==> src/rtl/spi_accel_responder_if.sv <==
// SPI pins plus sample and write-report sideband between an initiator
// and the accelerometer responder.
interface spi_accel_responder_if;
    logic        SCLK;
    logic        CS;
    logic        MOSI;
    logic        MISO;
    logic [15:0] y_sample;
    logic [15:0] z_sample;
    logic        sample_valid;
    logic        busy;
    logic        wr_valid;
    logic [7:0]  wr_addr;
    logic [7:0]  wr_data;

    modport master (
        output SCLK, CS, MOSI, y_sample, z_sample, sample_valid,
        input  MISO, busy, wr_valid, wr_addr, wr_data
    );

    modport slave (
        input  SCLK, CS, MOSI, y_sample, z_sample, sample_valid,
        output MISO, busy, wr_valid, wr_addr, wr_data
    );
endinterface

==> src/rtl/spi_accel_responder.sv <==
// Mode-0 SPI responder that stands in for the accelerometer: 0x0B read / 0x0A write, register map, Y/Z shadow.
// Latency: SYNC_STAGES+1 clk from any pin edge to the resulting register or MISO update.
// Backpressure: none; the initiator paces everything through SCLK and must respect the minimum SCLK phase.
module spi_accel_responder #(
    parameter int         SYNC_STAGES = 2,
    parameter logic [7:0] DEVID       = 8'hAD
) (
    input  logic                 clk,
    input  logic                 reset,
    spi_accel_responder_if.slave bus
);
    localparam logic [7:0] CMD_WRITE = 8'h0A;
    localparam logic [7:0] CMD_READ  = 8'h0B;

    typedef enum logic [2:0] {
        S_IDLE,
        S_CMD,
        S_ADDR,
        S_READ,
        S_WRITE,
        S_IGNORE
    } state_t;

    state_t state, state_nx;

    logic [SYNC_STAGES-1:0] sclk_sync, cs_sync, mosi_sync, settle;
    logic sclk_s, cs_s, mosi_s;
    logic sclk_d, cs_d;
    logic armed;
    logic cs_fall, cs_rise, sclk_rise, sclk_fall;

    logic [2:0]  bit_cnt;
    logic [6:0]  rx_sh;
    logic [7:0]  rx_byte;
    logic [7:0]  cmd;
    logic [7:0]  addr;
    logic [6:0]  tx_sh;
    logic        miso_q;
    logic [7:0]  rd_byte;
    logic        ram_we;

    logic [7:0]  ram [16];
    logic [15:0] y_sh, z_sh;
    logic [15:0] y_pend, z_pend;
    logic        pending;

    assign sclk_s = sclk_sync[SYNC_STAGES-1];
    assign cs_s   = cs_sync[SYNC_STAGES-1];
    assign mosi_s = mosi_sync[SYNC_STAGES-1];

    // armed only after a genuine CS-high has travelled through the synchronizer,
    // so a transaction cut by reset is not mistaken for a fresh CS fall.
    always_ff @(posedge clk or posedge reset) begin
        if (reset) begin
            sclk_sync <= '0;
            cs_sync   <= '1;
            mosi_sync <= '0;
            settle    <= '0;
            sclk_d    <= 1'b0;
            cs_d      <= 1'b1;
            armed     <= 1'b0;
        end else begin
            sclk_sync <= {sclk_sync[SYNC_STAGES-2:0], bus.SCLK};
            cs_sync   <= {cs_sync[SYNC_STAGES-2:0], bus.CS};
            mosi_sync <= {mosi_sync[SYNC_STAGES-2:0], bus.MOSI};
            settle    <= {settle[SYNC_STAGES-2:0], 1'b1};
            sclk_d    <= sclk_s;
            cs_d      <= cs_s;
            armed     <= armed | (settle[SYNC_STAGES-1] & cs_s);
        end
    end

    assign cs_fall   = armed & cs_d & ~cs_s;
    assign cs_rise   = ~cs_d & cs_s;
    assign sclk_rise = ~cs_s & sclk_s & ~sclk_d;
    assign sclk_fall = ~cs_s & ~sclk_s & sclk_d;
    assign rx_byte   = {rx_sh, mosi_s};

    always_ff @(posedge clk or posedge reset) begin
        if (reset) state <= S_IDLE;
        else       state <= state_nx;
    end

    always_comb begin
        state_nx = state;
        if (cs_rise) begin
            state_nx = S_IDLE;
        end else begin
            case (state)
                S_IDLE: if (cs_fall) state_nx = S_CMD;
                S_CMD:  if (sclk_rise && bit_cnt == 3'd7) state_nx = S_ADDR;
                S_ADDR: begin
                    if (sclk_rise && bit_cnt == 3'd7) begin
                        if (cmd == CMD_READ)       state_nx = S_READ;
                        else if (cmd == CMD_WRITE) state_nx = S_WRITE;
                        else                       state_nx = S_IGNORE;
                    end
                end
                default: state_nx = state;
            endcase
        end
    end

    always_comb begin
        rd_byte = 8'h00;
        case (addr)
            8'h00:   rd_byte = DEVID;
            8'h01:   rd_byte = 8'h1D;
            8'h02:   rd_byte = 8'hF2;
            8'h10:   rd_byte = y_sh[7:0];
            8'h11:   rd_byte = y_sh[15:8];
            8'h12:   rd_byte = z_sh[7:0];
            8'h13:   rd_byte = z_sh[15:8];
            default: if (addr[7:4] == 4'h2) rd_byte = ram[addr[3:0]];
        endcase
    end

    assign ram_we = sclk_rise && (state == S_WRITE) && (bit_cnt == 3'd7) && (addr[7:4] == 4'h2);

    always_ff @(posedge clk or posedge reset) begin
        if (reset) begin
            bit_cnt  <= 3'd0;
            rx_sh    <= 7'd0;
            cmd      <= 8'h00;
            addr     <= 8'h00;
            tx_sh    <= 7'd0;
            miso_q   <= 1'b0;
            bus.wr_valid <= 1'b0;
            bus.wr_addr  <= 8'h00;
            bus.wr_data  <= 8'h00;
        end else begin
            bus.wr_valid <= 1'b0;
            if (cs_rise || cs_fall) begin
                bit_cnt <= 3'd0;
                miso_q  <= 1'b0;
            end else begin
                if (sclk_rise && state inside {S_CMD, S_ADDR, S_READ, S_WRITE}) begin
                    bit_cnt <= bit_cnt + 3'd1;
                    rx_sh   <= rx_byte[6:0];
                    if (bit_cnt == 3'd7) begin
                        case (state)
                            S_CMD:  cmd  <= rx_byte;
                            S_ADDR: addr <= rx_byte;
                            S_WRITE: begin
                                bus.wr_valid <= 1'b1;
                                bus.wr_addr  <= addr;
                                bus.wr_data  <= rx_byte;
                                addr         <= addr + 8'd1;
                            end
                            default: ;
                        endcase
                    end
                end
                // The falling edge that opens each data byte loads the next register.
                if (sclk_fall && state == S_READ) begin
                    if (bit_cnt == 3'd0) begin
                        miso_q <= rd_byte[7];
                        tx_sh  <= rd_byte[6:0];
                        addr   <= addr + 8'd1;
                    end else begin
                        miso_q <= tx_sh[6];
                        tx_sh  <= {tx_sh[5:0], 1'b0};
                    end
                end
            end
        end
    end

    // Samples arriving mid-transaction wait for CS high so a burst never mixes two samples.
    always_ff @(posedge clk or posedge reset) begin
        if (reset) begin
            for (int i = 0; i < 16; i++) ram[i] <= 8'h00;
            y_sh    <= 16'h0000;
            z_sh    <= 16'h0000;
            y_pend  <= 16'h0000;
            z_pend  <= 16'h0000;
            pending <= 1'b0;
        end else begin
            if (ram_we) ram[addr[3:0]] <= rx_byte;
            if (bus.sample_valid && !cs_s) begin
                y_pend  <= bus.y_sample;
                z_pend  <= bus.z_sample;
                pending <= 1'b1;
            end else if (cs_s) begin
                if (bus.sample_valid) begin
                    y_sh <= bus.y_sample;
                    z_sh <= bus.z_sample;
                end else if (pending) begin
                    y_sh <= y_pend;
                    z_sh <= z_pend;
                end
                pending <= 1'b0;
            end
        end
    end

    assign bus.MISO = miso_q;
    assign bus.busy = ~cs_s;
endmodule

==> src/flat_wrapper.sv <==
// flat-port wrapper written by rule: the top's interface ports become plain ports
module spi_accel_responder_flat 
#(
    parameter int         SYNC_STAGES = 2,
    parameter logic [7:0] DEVID       = 8'hAD
)
  (clk, reset, bus_SCLK, bus_CS, bus_MOSI, bus_y_sample, bus_z_sample, bus_sample_valid, bus_MISO, bus_busy, bus_wr_valid, bus_wr_addr, bus_wr_data);
  spi_accel_responder_if bus_i ();
  input  logic clk;
  input  logic reset;
  input wire logic [$bits(bus_i.SCLK)-1:0] bus_SCLK;
  input wire logic [$bits(bus_i.CS)-1:0] bus_CS;
  input wire logic [$bits(bus_i.MOSI)-1:0] bus_MOSI;
  input wire logic [$bits(bus_i.y_sample)-1:0] bus_y_sample;
  input wire logic [$bits(bus_i.z_sample)-1:0] bus_z_sample;
  input wire logic [$bits(bus_i.sample_valid)-1:0] bus_sample_valid;
  output wire logic [$bits(bus_i.MISO)-1:0] bus_MISO;
  output wire logic [$bits(bus_i.busy)-1:0] bus_busy;
  output wire logic [$bits(bus_i.wr_valid)-1:0] bus_wr_valid;
  output wire logic [$bits(bus_i.wr_addr)-1:0] bus_wr_addr;
  output wire logic [$bits(bus_i.wr_data)-1:0] bus_wr_data;
  assign bus_i.SCLK = bus_SCLK;
  assign bus_i.CS = bus_CS;
  assign bus_i.MOSI = bus_MOSI;
  assign bus_i.y_sample = bus_y_sample;
  assign bus_i.z_sample = bus_z_sample;
  assign bus_i.sample_valid = bus_sample_valid;
  assign bus_MISO = bus_i.MISO;
  assign bus_busy = bus_i.busy;
  assign bus_wr_valid = bus_i.wr_valid;
  assign bus_wr_addr = bus_i.wr_addr;
  assign bus_wr_data = bus_i.wr_data;
  spi_accel_responder #(.SYNC_STAGES(SYNC_STAGES), .DEVID(DEVID)) u_core (.clk(clk), .reset(reset), .bus(bus_i));
endmodule
==> config.mk <==
export PLATFORM = sky130hd
export DESIGN_NAME = spi_accel_responder_flat
export DESIGN_NICKNAME = d
export VERILOG_FILES = /design/src/rtl/spi_accel_responder_if.sv /design/src/rtl/spi_accel_responder.sv /design/src/flat_wrapper.sv
export SDC_FILE = /design/constraint.sdc
export NUM_CORES = 1
export LEC_CHECK = 0
export CORE_ASPECT_RATIO = 0.75
export CORE_UTILIZATION = 50
export CTS_BUF_LIST = sky130_fd_sc_hd__clkbuf_8
export DETAILED_ROUTE_END_ITERATION = 6
export GPL_ROUTABILITY_DRIVEN = 0
export GPL_TIMING_DRIVEN = 0
export PLACE_DENSITY = 0.65
export SYNTH_ARGS = -nofsm -noshare
export SYNTH_HDL_FRONTEND = slang
export SYNTH_SLANG_ARGS = --single-unit
export TNS_END_PERCENT = 100
==> constraint.sdc <==
create_clock -name clk -period 11.05 [get_ports clk]
set_input_delay 1.6575 -clock clk [delete_from_list [all_inputs] [get_ports clk]]
set_output_delay 1.6575 -clock clk [all_outputs]
set_load 0.01 [all_outputs]
==> metrics.csv, run 1 <==
metric,value,unit
grt_max_degree,131,
yosys-top-cells-count,"255 x dfrtp_1, 167 x mux2_2, 60 x nand2_1",
antenna_found_initial,0,
wl,27600,um
synthTopCellsByArea,"dfrtp_1 54%, mux2_2 16%, mux4_2 6.1%",
post_cts_buffers,0,
fin_crit,3620,ps
yosysMostFrequentCell,dfrtp_1,
hold_viol_final,0,
syn_inst,872,
clock_latency,550,ps
area_growth,15.5,%
drt-met1-wl,14200,um
reg2reg_from,u_core.addr[1],
skew,22.5,ps
wl_met2,11100,um
slew_headroom,0.475,
ctsResizeCount,0,
report.power.total,1.99,mW
dp_slack,7650,ps
synth_warnings,0,
cp.arrival,1960,ps
maxCapViolCount,0,
whs_path_depth,0,
die_w,180,um
ant_nets,0,
highest-signal-layer,met4,
synth_flop_cell,dfrtp_1,
crit_type,register to output pin,
slew_viol_final,0,
ys_async_sr_fraction,1.00,
grt_pass1_vias,7454,
die_area,24300,sq um
crit_path_end_kind,output pin,
port_buffers,55,
peakVddDrop,97.4,uV
critPathMaxStageDelay,560,ps
grt.total_usage,0.237,
ys_types,66,
wl_met3,1940,um
crit_buf_inv,3,
slowest_stage,dfstp_2,
viasPerCell,5.79,
timing.rr.end,u_core.bus.MISO,
numCtsBuffers,42,
rsz0062_at_grt,no,
hp-class,register to register,
power_density,145,nW/um^2
fin_worst_hold_slack,348,ps
worstMarginPinSlew,788,ps
synth.yosys.seq_area_share,0.545,
rows,48,
finalSetupViolCount,0,
holdPathEnd,u_core.mosi_sync[1],
cts_buffer_depth,3,
fp.coreArea,23100,sq um
finalInstanceArea,13700,sq um
overflow,0,
hold_start,u_core.mosi_sync[0],
htree_levels,2,
clk_pin_slew_worst_paths,60,ps
path_delay_family,buffers and inverters,
cts_tree,done,
avgRoutedWirePerCell,21.2,um
hpwl,19200,um
cts_root_buf,clkbuf_8,
syn_area_per_cell,13.6,sq um
post_route_cells_drive_above_1_share,0.331,
yosysTopAreaCell,dfrtp_1,
r2r_slack,7760,ps
fp.dieH,135,um
ff2ff_path_depth,10,
dr.first_iter.drc_count,589,
vias,7555,
p_leak,6.46,nW
synth_edf_count,0,
synth_top_area_share,0.539,
violations,DRC,
ctsHoldBuffers,0,
layout.nets,1019,
start_kind,register,
status,finished with violations,
initial_core_util,0.512,
syn_area,11800,sq um
worstPathMaxFanout,10,
io_pins,57,
fin_crit_sh,0.327,
first_pass_iters,7,
grt_pass1_wl,43600,um
drcViolationCount,7,
fmax,276,MHz
n_antenna_cell,0,
fin_ws,7430,ps
synth_fp_nets,918,
cts.sinks,258,
required,9390,ps
placed_area,12800,sq um
ys_ff_latch,258,
cp_cell_sequence,buf_2 > inv_1 > clkdlybuf4s50_1,
-- state kept, by name (all words and copies together) (netlist names), 2 cells and up --
name,count
u_core.z_pend,16
u_core.bus.wr_addr,8
u_core.bus.wr_data,8
u_core.state,3
u_core.tx_sh,7
u_core.bit_cnt,3
u_core.addr,8
u_core.rx_sh,7
u_core.y_sh,16
u_core.y_pend,16
u_core.cmd,8
u_core.mosi_sync,2
u_core.settle,2
u_core.ram,128
u_core.sclk_sync,2
u_core.cs_sync,2
u_core.z_sh,16
-- final cells by class --
type	instances	area [sq um]
Fill cell	1921	9430
Sequential cell	258	6460
Multi-Input combinational cell	542	5070
Clock buffer	53	729
Timing Repair Buffer	57	606
Tap cell	300	375
Buffer	63	287
Clock inverter	22	123
Inverter	9	41.3
-- worst reg2reg max path, cell delays in order, from the launching register on --
cell and delay (ps):
dfrtp_1 430, buf_2 320, buf_1 640, inv_1 190, ha_1 250, clkbuf_1 230, a22o_1 260, a221oi_1 280
o221ai_1 220, o221ai_1 270, nand2_1 80
-- per-stage QoR --
| stage | instances | TNS, ps | util |
|---|---|---|---|
| floorplan | 872 | 0 | - |
| CTS | 1304 | 0 | 0.592 |
| global route | 1304 | 0 | 0.592 |
| finish | 1304 | 0 | 0.592 |
| global placement | 1227 | -290890 | 0.552 |
| detailed placement | 1229 | 0 | 0.555 |
-- worst max path at each step --
stage | startpoint | endpoint | slack, ps | cells past startpoint
detailed placement | bus_sample_valid | u_core.y_pend[5] | 7650 | 5
CTS | u_core.cs_sync[1] | bus_busy | 7390 | 3
global placement | reset | u_core.state[0] | -1170 | 2
finish | u_core.cs_sync[1] | bus_busy | 7430 | 3
global route | u_core.cs_sync[1] | bus_busy | 7290 | 3
floorplan | reset | u_core.addr[0] | 2300 | 1
-- report_power, final --
group          leakage [nW]  internal (mW)  switching [mW]
logic                  2.52         0.0572          0.0846
clock network         0.495          0.455           0.374
registers              3.44          0.989          0.0300
total                  6.46           1.50           0.489
-- cells by family (layout without fill, tap and decap cells) --
logic type	count (synthesis)	after routing	synth area share
and+or+nand+nor	154	154	0.0743
DFF	258	258	0.545
AOI/OAI and AO/OA	119	119	0.0659
adders and majority gates	8	8	0.00845
other	1	1	0.000317
muxes	259	259	0.278
buffers and inverters	72	204	0.0270
xor gates and xnor gates	1	1	0.000739
-- routing by layer --
metal,global-route usage,vias up
li1,-,3401
met1,0.378,3887
met2,0.317,231
met3,0.0618,36
met4,0.0570,0
met5,0,-
-- layout by cell type, fill, tap and decap left out, types with 9 or more instances in the layout --
cell and instances:
mux2i_1 35, nor2_1 20, mux2_4 16, mux2_1 9
inv_1 23, mux2_2 167, nand3_1 10, o21ai_0 46
dfrtp_1 255, buf_2 18, a22o_1 9, nand2_1 60
a21oi_1 14, mux4_2 32, clkbuf_8 53, a22oi_1 16
clkbuf_1 35, clkdlybuf4s50_1 55
Note: power is estimated with default switching activity, not from simulation.
==> run 2, diff against run 1 <==
- clock period: 11.05 -> 3.7 ns (I/O delays scaled with it)
==> metrics.csv, run 2 (synthesis gave the netlist of run 1 again) <==
metric,value,unit,change
status,finished with violations,,
violations,DRC,,
area_growth,15.6,%,about the same
fin_crit_sh,0.872,,
grt_pass1_vias,7606,,+2.0%
viasPerCell,5.78,,-0.23%
fin_ws,474,ps,-6960 ps
cts_tree,done,,
numCtsBuffers,42,,unchanged
fin_crit,3230,ps,
p_comb_frac,0.076,,+0.005
io_pins,57,,unchanged
die_area,24300,sq um,unchanged
report.power.total,5.80,mW,+190%
multi_input_area,5070,sq um,unchanged
cp_cell_sequence,buf_2 > buf_1 > inv_1 > ha_1 > clkbuf_1 > a22o_1 > a221oi_1 > o221ai_1 > o221ai_1 > nand2_1,,
required,4130,ps,-5260 ps
drcViolationCount,18,,+11
antenna_found_initial,0,,unchanged
power_switching,1.45,mW,+200%
grt_pass1_wl,44200,um,+1.4%
start_kind,register,,
critPathMaxStageDelay,630,ps,+70 ps
crit_type,register to register,,
hpwl,19800,um,+3.4%
worstMarginPinSlew,776,ps,-11.7 ps
rsz0062_at_grt,no,,
slowest_stage,buf_1,,
wl,27900,um,+1.1%
p_int,4.35,mW,+190%
seq_area,6460,sq um,unchanged
switching_share,0.250,,+0.00431
grt_max_degree,42,,-68%
crit_path_end_kind,register,,
cts_root_buf,clkbuf_8,,
first_pass_iters,7,,unchanged
worstPathMaxFanout,10,,unchanged
port_buffers,55,,unchanged
skew,18.7,ps,-3.77 ps
avgRoutedWirePerCell,21.3,um,+0.91%
slew_viol_final,0,,unchanged
layout_common_cells,"255 x dfrtp_1, 167 x mux2_2, 60 x nand2_1",,
dr.first_iter.drc_count,564,,-4.2%
ctsHoldBuffers,0,,unchanged
fp.dieH,135,um,unchanged
dp_slack,585,ps,-7060 ps
peakVddDrop,234,uV,+140%
slew_headroom,0.482,,+0.00777
seqPwrFrac,0.525,,+0.013
grt.total_usage,0.239,,+0.00175
initial_core_util,0.512,,unchanged
vias,7555,,unchanged
largest_reg_flops,128,,unchanged
finalSetupViolCount,0,,unchanged
pwr-share-clk,0.399,,-0.018
clock_latency,550,ps,about the same
layout.nets,1024,,+0.49%
worst_path_most_repeated_cell,o221ai_1,,
clk_pin_slew_worst_paths,60,ps,about the same
final_cell_count_no_fill,1307,,+0.23%
die_w,180,um,unchanged
fmax,310,MHz,
ctsResizeCount,0,,unchanged
post_route_cells_drive_above_1_share,0.328,,-0.00265
maxCapViolCount,0,,unchanged
fin_worst_hold_slack,356,ps,+7.96 ps
p_leak,6.47,nW,+0.13%
ant_nets,0,,unchanged
place_inst,1234,,+0.41%
htree_levels,2,,unchanged
cp.arrival,3650,ps,+1690 ps
hold_viol_final,0,,unchanged
rows,48,,unchanged
n_fill_cell,1863,,-3.0%
fp.coreArea,23100,sq um,unchanged
cts.sinks,258,,unchanged
post_cts_buffers,0,,unchanged
regMostFlops,u_core.ram,,
final_common_cell,dfrtp_1,,
power_density,423,nW/um^2,+190%
hp-class,register to register,,
overflow,0,,unchanged
cts_buffer_depth,3,,unchanged
[run 2: critical path: cells and delay by family (launching register included)]
family	cells	cell delay, ps
adder cells (fa/ha/maj)	1	250
buffers and inverters	4	1370
AND/OR/NAND/NOR	1	80
flip-flops	1	420
AO/OA/AOI/OAI	4	990
[run 2: metrics by stage]
step / util / TNS, ps / cell area (sq um)
after detailed placement: 0.559 / 0 / 12900
final: 0.592 / 0 / 13700
after global placement: 0.553 / -574460 / 12800
after floorplan: - / -64300 / 11900
after global routing: 0.592 / 0 / 13700
after CTS: 0.592 / 0 / 13700
[run 2: area by class of cell]
type	instances	area share
clock inverters	22	0.00649
diodes	1	0.000183
plain buffers	63	0.0209
well taps	300	0.0274
flip-flops and latches	258	0.472
clock buffers	50	0.0502
inverters	9	0.00274
repair buffers	62	0.0504
multi-input cells	542	0.370
[run 2: layer usage]
metal | global-route usage | share of wire | vias to the layer above
li1 | - | - | 3408
met1 | 0.390 | 0.52 | 3873
met2 | 0.316 | 0.40 | 226
met3 | 0.0511 | 0.063 | 48
met4 | 0.0608 | 0.017 | 0
met5 | 0 | 0 | -
[run 2: worst paths after layout]
path	slack, ps	cells past startpoint	endpoint	from
worst max-delay path	470	10	u_core.bus.MISO	u_core.addr[1]
worst min-delay path	360	0	u_core.mosi_sync[1]	u_core.mosi_sync[0]
worst max register to register	470	10	u_core.bus.MISO	u_core.addr[1]
worst min register to register	360	0	u_core.mosi_sync[1]	u_core.mosi_sync[0]
max in group asynchronous	1870	6	u_core.z_pend[13]	reset
min in group asynchronous	460	2	u_core.bus.wr_data[6]	reset
[run 2: power by group through the flow]
stage          sequential (mW)  combinational [mW]  clock [mW]
5_1_grt                   3.06               0.494        2.50
2_1_floorplan             3.05               0.279           0
3_3_place_gp              3.09               0.415           0
3_5_place_dp              3.09               0.446           0
6_report                  3.04               0.439        2.32
4_1_cts                   3.04               0.446        2.38
